### src/rtl/msrr8_seq.sv
// msrr8_seq: command sequencer for one MSRR8 multi-mode shift/rotate register.
//
// Commands arrive over a valid/ready handshake. Each one becomes per-cycle
// mode/sIn/inz drive toward the register. A one-cycle response then returns
// the register contents.
//
// Ports
//   clk        rising-edge clock shared with the MSRR8 instance
//   Re         synchronous active-high reset; it also resets the MSRR8
//   cmd_valid  command present
//   cmd_ready  command can be accepted (IDLE and not in reset)
//   cmd_op     00 LOAD, 01 ROTATE, 10 CLEAR, 11 SHL
//   cmd_data   LOAD byte
//   cmd_cnt    ROTATE/SHL step count (0..W-1)
//   sr_mode    MSRR8 mode: 00 hold, 01 shr, 10 shl, 11 ror
//   sr_sIn     MSRR8 serial input
//   sr_inz     MSRR8 synchronous zero
//   sr_Q       MSRR8 parallel output
//   rsp_valid  one-cycle completion pulse
//   rsp_data   sr_Q captured at completion; held until the next completion
//   busy       state is not IDLE
//   err        sticky shadow-model mismatch
//
// Optional build macro: MSRR8_SEQ_CHECK_EN adds an internal shadow copy of
// the register. sr_Q is compared against it in RESP. Without the macro,
// err is tied low.

module msrr8_seq #(
  parameter int unsigned W = 8
) (
  input  logic                 clk,
  input  logic                 Re,
  input  logic                 cmd_valid,
  output logic                 cmd_ready,
  input  logic [1:0]           cmd_op,
  input  logic [W-1:0]         cmd_data,
  input  logic [$clog2(W)-1:0] cmd_cnt,
  output logic [1:0]           sr_mode,
  output logic                 sr_sIn,
  output logic                 sr_inz,
  input  logic [W-1:0]         sr_Q,
  output logic                 rsp_valid,
  output logic [W-1:0]         rsp_data,
  output logic                 busy,
  output logic                 err
);

  localparam int unsigned IW = $clog2(W);
  localparam int unsigned CW = $clog2(W) + 1;

  localparam logic [1:0] OP_LOAD  = 2'b00;
  localparam logic [1:0] OP_ROT   = 2'b01;
  localparam logic [1:0] OP_CLEAR = 2'b10;
  localparam logic [1:0] OP_SHL   = 2'b11;

  localparam logic [1:0] MODE_HOLD = 2'b00;
  localparam logic [1:0] MODE_SHR  = 2'b01;
  localparam logic [1:0] MODE_SHL  = 2'b10;
  localparam logic [1:0] MODE_ROR  = 2'b11;

  typedef enum logic [2:0] {
    S_IDLE,
    S_CLR,
    S_LOAD,
    S_ROT,
    S_SHL,
    S_RESP
  } state_e;

  state_e         state_q, state_d;
  logic [CW-1:0]  cnt_q, cnt_d;
  logic [W-1:0]   data_q, data_d;
  logic [1:0]     mode_q, mode_d;
  logic           sin_q, sin_d;
  logic           inz_q, inz_d;
  logic           rsp_valid_q, rsp_valid_d;
  logic [W-1:0]   rsp_data_q, rsp_data_d;
  logic           busy_q, busy_d;
  logic           accept;

`ifdef MSRR8_SEQ_CHECK_EN
  logic [W-1:0]   model_q, model_d;
  logic           err_q, err_d;
`endif

  assign cmd_ready = (state_q == S_IDLE) && !Re;
  assign accept    = cmd_valid && cmd_ready;

  // Next-state logic. The next-cycle drive is computed from state_d, so the
  // outputs come straight from registers and line up with the state.
  always_comb begin
    state_d     = state_q;
    cnt_d       = cnt_q;
    data_d      = data_q;
    rsp_data_d  = rsp_data_q;
    mode_d      = MODE_HOLD;
    sin_d       = 1'b0;
    inz_d       = 1'b0;
    rsp_valid_d = 1'b0;
    busy_d      = 1'b0;

    unique case (state_q)
      S_IDLE: begin
        if (accept) begin
          data_d = cmd_data;
          unique case (cmd_op)
            OP_LOAD: begin
              cnt_d   = CW'(W);
              state_d = S_LOAD;
            end
            OP_CLEAR: begin
              cnt_d   = CW'(1);
              state_d = S_CLR;
            end
            OP_ROT: begin
              cnt_d   = CW'(cmd_cnt);
              state_d = (cmd_cnt == '0) ? S_RESP : S_ROT;
            end
            OP_SHL: begin
              cnt_d   = CW'(cmd_cnt);
              state_d = (cmd_cnt == '0) ? S_RESP : S_SHL;
            end
            default: state_d = S_IDLE;
          endcase
        end
      end
      S_CLR, S_LOAD, S_ROT, S_SHL: begin
        // cnt_q holds the steps still to do, including the current one.
        cnt_d = cnt_q - CW'(1);
        if (cnt_d == '0) begin
          state_d = S_RESP;
        end
      end
      S_RESP: begin
        rsp_data_d = sr_Q;
        state_d    = S_IDLE;
      end
      default: state_d = S_IDLE;
    endcase

    // Drive for the cycle that state_d will occupy.
    unique case (state_d)
      S_LOAD: begin
        mode_d = MODE_SHR;
        // LSB enters first and ends in bit 0 after W right shifts.
        sin_d  = data_d[IW'(CW'(W) - cnt_d)];
      end
      S_ROT:   mode_d = MODE_ROR;
      S_SHL:   mode_d = MODE_SHL;
      S_CLR:   inz_d  = 1'b1;
      default: mode_d = MODE_HOLD;
    endcase

    rsp_valid_d = (state_d == S_RESP);
    busy_d      = (state_d != S_IDLE);
  end

  // State and output registers.
  always_ff @(posedge clk) begin
    if (Re) begin
      state_q     <= S_IDLE;
      cnt_q       <= '0;
      data_q      <= '0;
      mode_q      <= MODE_HOLD;
      sin_q       <= 1'b0;
      inz_q       <= 1'b0;
      rsp_valid_q <= 1'b0;
      rsp_data_q  <= '0;
      busy_q      <= 1'b0;
    end else begin
      state_q     <= state_d;
      cnt_q       <= cnt_d;
      data_q      <= data_d;
      mode_q      <= mode_d;
      sin_q       <= sin_d;
      inz_q       <= inz_d;
      rsp_valid_q <= rsp_valid_d;
      rsp_data_q  <= rsp_data_d;
      busy_q      <= busy_d;
    end
  end

`ifdef MSRR8_SEQ_CHECK_EN
  // Shadow register. It follows the same drive that the MSRR8 samples on each edge.
  always_comb begin
    model_d = model_q;
    err_d   = err_q;
    if (inz_q) begin
      model_d = '0;
    end else begin
      unique case (mode_q)
        MODE_SHR: model_d = {sin_q, model_q[W-1:1]};
        MODE_SHL: model_d = {model_q[W-2:0], sin_q};
        MODE_ROR: model_d = {model_q[0], model_q[W-1:1]};
        default:  model_d = model_q;
      endcase
    end
    if ((state_q == S_RESP) && (sr_Q != model_q)) begin
      err_d = 1'b1;
    end
  end

  always_ff @(posedge clk) begin
    if (Re) begin
      model_q <= '0;
      err_q   <= 1'b0;
    end else begin
      model_q <= model_d;
      err_q   <= err_d;
    end
  end

  assign err = err_q;
`else
  assign err = 1'b0;
`endif

  assign sr_mode   = mode_q;
  assign sr_sIn    = sin_q;
  assign sr_inz    = inz_q;
  assign rsp_valid = rsp_valid_q;
  assign rsp_data  = rsp_data_q;
  assign busy      = busy_q;

endmodule

### config.mk
export PLATFORM = sky130hd
export DESIGN_NAME = msrr8_seq
export DESIGN_NICKNAME = d
export VERILOG_FILES = /design/src/rtl/msrr8_seq.sv
export SDC_FILE = /design/constraint.sdc
export NUM_CORES = 1
export LEC_CHECK = 0
export CAP_MARGIN = 20
export CORE_MARGIN = 2
export CORE_UTILIZATION = 47
export DETAILED_ROUTE_END_ITERATION = 8
export GPL_ROUTABILITY_DRIVEN = 0
export PLACE_DENSITY_LB_ADDON = 0.05
export SETUP_SLACK_MARGIN = 0.05
export SYNTH_ARGS = -nofsm -noshare
export SYNTH_HDL_FRONTEND = slang
export SYNTH_SLANG_ARGS = --single-unit
### constraint.sdc
create_clock -name clk -period 3.6 [get_ports clk]
set_input_delay 1.08 -clock clk [delete_from_list [all_inputs] [get_ports clk]]
set_output_delay 1.08 -clock clk [all_outputs]
set_load 0.05 [all_outputs]
Word-level counts from Yosys, hierarchy flattened:

Cells that the tools add are included.

* register bits: 29
* latch bits: 0
* bits in writable memories: 0
* bits in read-only memories: 0
* output and inout port bits: 16
* memories: 0

* add/sub/neg operators: 2
* multipliers: 0
* div/mod/pow operators: 0
* $lt $le $gt $ge: 1
* equality and inequality tests: 13
* shift operators: 0
* muxes and demuxes: 15
* bitwise operators: 1
* reductions and logical operators: 11

Operators by type and width (number)
* $mux W8: 2
* $eq A3 B2 Y1 const B: 4
* $eq A3 B3 Y1 const B: 4
* $pmux W3 S4: 1
* $pmux W4 S3: 1
* $mux W3: 3
* $pmux W4 S2: 1
* $eq A3 B1 Y1 const B: 2
* $logic_not A3 Y1: 2
* $pmux W2 S3: 1
* $pmux W3 S2: 1
* $eq A2 B2 Y1 const B: 2
* $logic_not A4 Y1: 1
* $lt A3 B4 Y1 const B: 1
* $mux W4: 1
* $reduce_or A2 Y1: 2
* $reduce_or A4 Y1: 1
* $sub A4 B1 Y4 const B: 1
* $bmux W1 S3: 1
* $mux W1: 3
* $reduce_bool A3 Y1: 1
* $sub A1 B3 Y3 const A: 1
* $eq A2 B1 Y1 const B: 1
* $logic_and A1 B1 Y1: 2
* 3 further kinds: 3

Logic depth before layout (Yosys ltp):

* word-level depth: 8
* depth in mapped cells: 9
* mapped depth without buffers: 8

Least setup slack after synthesis:

Ideal clock, no wire load.

* path kind: in2out
* start point: in Re
* end point: out cmd_ready
* data arrival time: 2.146 ns
* required time: 2.520 ns
* setup slack: 0.374 ns
* cell stages on the path: 3
* path buffers: 2
* path through: clkbuf_1 buf_1 nor2_1

* word-level cells in the longest chain between the ends: 2

Ends and longest elaborated chain
* start: declaration: line 32 `input logic Re,`
* $logic_not A1 Y1: line 86 `assign cmd_ready = (state_q == S_IDLE) && !Re;`
* $logic_and A1 B1 Y1: line 86
* end: declaration: line 34 `output logic cmd_ready,`

No other way between the ends.

Worst setup path after layout:

Same ends and word-level chain as after synthesis.

==> flow_summary.ini <==
[setup_path]
required_ns = 2.52
cp-end-kind = output pin
cp-start-kind = input port
cp.arrival_ns = 2.14
path_class = in2out
path_max_fanout = 14
r2r_setup_slack_ns = 1.12

[sta]
clock-skew-final_ns = 0.0147
drv_slew = 0
timing.final.crit_share_pct = 89.5
finalSetupTns_ns = 0
post-route-min-period_ns = 3.22
hold_violations = 0
relSlewSlack_pct = 65.1
rsz0062_at_grt = no
fmax_mhz = 310
setup_viol = 0
worst_slew_pin_slew_ns = 0.522

[route]
detail-route-antenna-nets = 0
wirelength_um = 3320
post_drt_wl_per_cell_um = 14.1
dr.pass1.iters = 6
vias = 1328
drt-initial-drc-count = 64
viasPerCell = 5.63
drc = 4

[clocking]
cts-buffers-inserted = 5
cts_setup_buffers = 0
clockBufferDepth = 2
clk_pin_slew_ns = 0.09
postCtsHoldBufs = 0
cts_repair_resize_count = 0
worstSkewPairLatency_ns = 0.33
tritoncts = built
cts_htree_levels = 2
cts.sinks = 29
cts_root_buf = clkbuf_4

[power_and_ir_drop]
power_switching_share_pct = 31.2
ir_drop_mv = 0.278
p_leak_uw = 0.000851
clkPwrFrac_pct = 29.3
internal-power_uw = 602
power.switching_uw = 273
power_density_mw_per_mm2 = 456
p_comb_share_pct = 29.9
power_frac_seq_pct = 40.8

[floorplanning]
initial_core_util_pct = 50.5
core_mm2 = 0.00281
dieArea_mm2 = 0.00347
ios = 40
row_count = 19
fp.dieW_um = 58.9
die_h_um = 58.9

[yosys]
syn_nets = 190
ys_seq_area_share_pct = 41.0
yosysTopAreaCell = dfxtp_1
netlist_area_mm2 = 0.00142
ys_warn_count = 0
synth-async-reset-ratio_pct = 0
synth_cell_types = 40
synthCells = 163
synth_flop_cell = dfxtp_1
synth_common_cells = nor2_1 (32), dfxtp_1 (29), mux2i_1 (23), a21oi_1 (9), nand2_1 (8)
ys_ff_latch = 29
synth_top_area_share_pct = 41.0
synth_area_leaders = dfxtp_1 (41%), mux2i_1 (16%), nor2_1 (8.5%)
synth.most_common_cell = nor2_1
syn_avg_cell_area_um2 = 8.70
synth_edf_count = 0

[grt]
groute.usage.overall_pct = 20.9
grt_max_degree = 17
grt_overflow_total = 0
grt_pass1_vias = 1236
grt_pass1_wl_um = 5390
antenna_found_initial = 0

[layout]
final_layout_size_suffix_gt1_share_pct = 8.78
instances_no_fill = 236
design_area_mm2 = 0.00192
fillers = 234
final_nets = 232
area_growth_pct = 35.3
diodes = 0

[placed_design]
io_buffers = 38
dpl_cell_area_mm2 = 0.00185
dp_cells = 229
dp_hpwl_um = 2390

[run]
maxCapViolCount = 0

[run_status]
outcome = finished, violations left
failed_checks = design-rule violations

[min_path]
min_path_type = reg2reg
-- per-layer routing --
layer	part of all wire [%]	global-route usage [%]	vias to the layer above
li1	-	-	646
met3	7.5	6.37	10
met4	2.7	11.7	0
met2	48	33.5	59
met5	0	0	-
met1	41	24.7	613
-- worst paths after layout --
check / from / to / cells past startpoint
hold reg to reg: data_q[2] / data_q[2] / 2
setup / recovery: Re / cmd_ready / 4
setup reg to reg: state_q[0] / sr_sIn / 8
hold / removal: data_q[2] / data_q[2] / 2
-- power groups by stage --
stage	Sequential [uW]	Combinational [uW]	Clock, uW
global placement	363	251	0
CTS	357	260	263
finish	357	262	256
floorplan	379	161	0
global route	360	283	280
detailed placement	364	257	0
-- flip-flops by register name, summed over array words and instances (netlist names), 2 cells and up --
register and count:
state_q 3, cnt_q 4, data_q 8, rsp_data 8, sr_mode 2
-- per-stage QoR --
| stage | power [uW] | setup WS [ns] | utilization [%] | hold slack, ns |
|---|---|---|---|---|
| 2_1_floorplan | 540 | 0.374 | - | 0.459 |
| 3_3_place_gp | 614 | 0.248 | 65.8 | 0.475 |
| 3_5_place_dp | 621 | 0.195 | 65.8 | 0.488 |
| 4_1_cts | 879 | 0.380 | 68.4 | 0.506 |
| 5_1_grt | 924 | 0.330 | 68.4 | 0.529 |
| 6_report | 875 | 0.379 | 68.4 | 0.498 |
-- final cells by class --
class	instances	area, um2	area share [%]
tap	31	38.8	2.02
timing repair buffer	42	420	21.9
clock inverter	2	35.0	1.83
multi-input combinational	121	783	40.8
sequential	29	581	30.3
inverter	6	22.5	1.17
clock buffer	5	37.5	1.96
-- layout by cell type, fill, tap and decap left out, types with 2 or more instances in the layout --
cell type / n
clkdlybuf4s50_1: 37
nor2_1: 32
dfxtp_1: 29
mux2i_1: 23
a21oi_1: 9
nand2_1: 8
o21ai_0: 7
inv_1: 6
clkbuf_4: 5
nor3_1: 4
buf_4: 4
nor2b_1: 3
nand2b_1: 3
ha_1: 3
nand3_1: 2
or4_1: 2
and2_1: 2
nand4_1: 2
-- cells by family after synthesis --
kind of cell / Yosys count / synth area share (%)
AOI/OAI and AO/OA: 24 / 10.9
xor gates and xnor gates: 1 / 0.618
adders and majority gates: 3 / 2.65
buffers and inverters: 13 / 3.79
DFF: 29 / 41.0
muxes: 24 / 17.0
other: 1 / 0.265
and+or+nand+nor: 68 / 23.7
-- critical path, stage by stage --
cell	delay, ns
clkdlybuf4s50_1	0.47
buf_4	0.22
nor2_1	0.20
buf_12	0.17
Power figures use the tool's default switching activity.
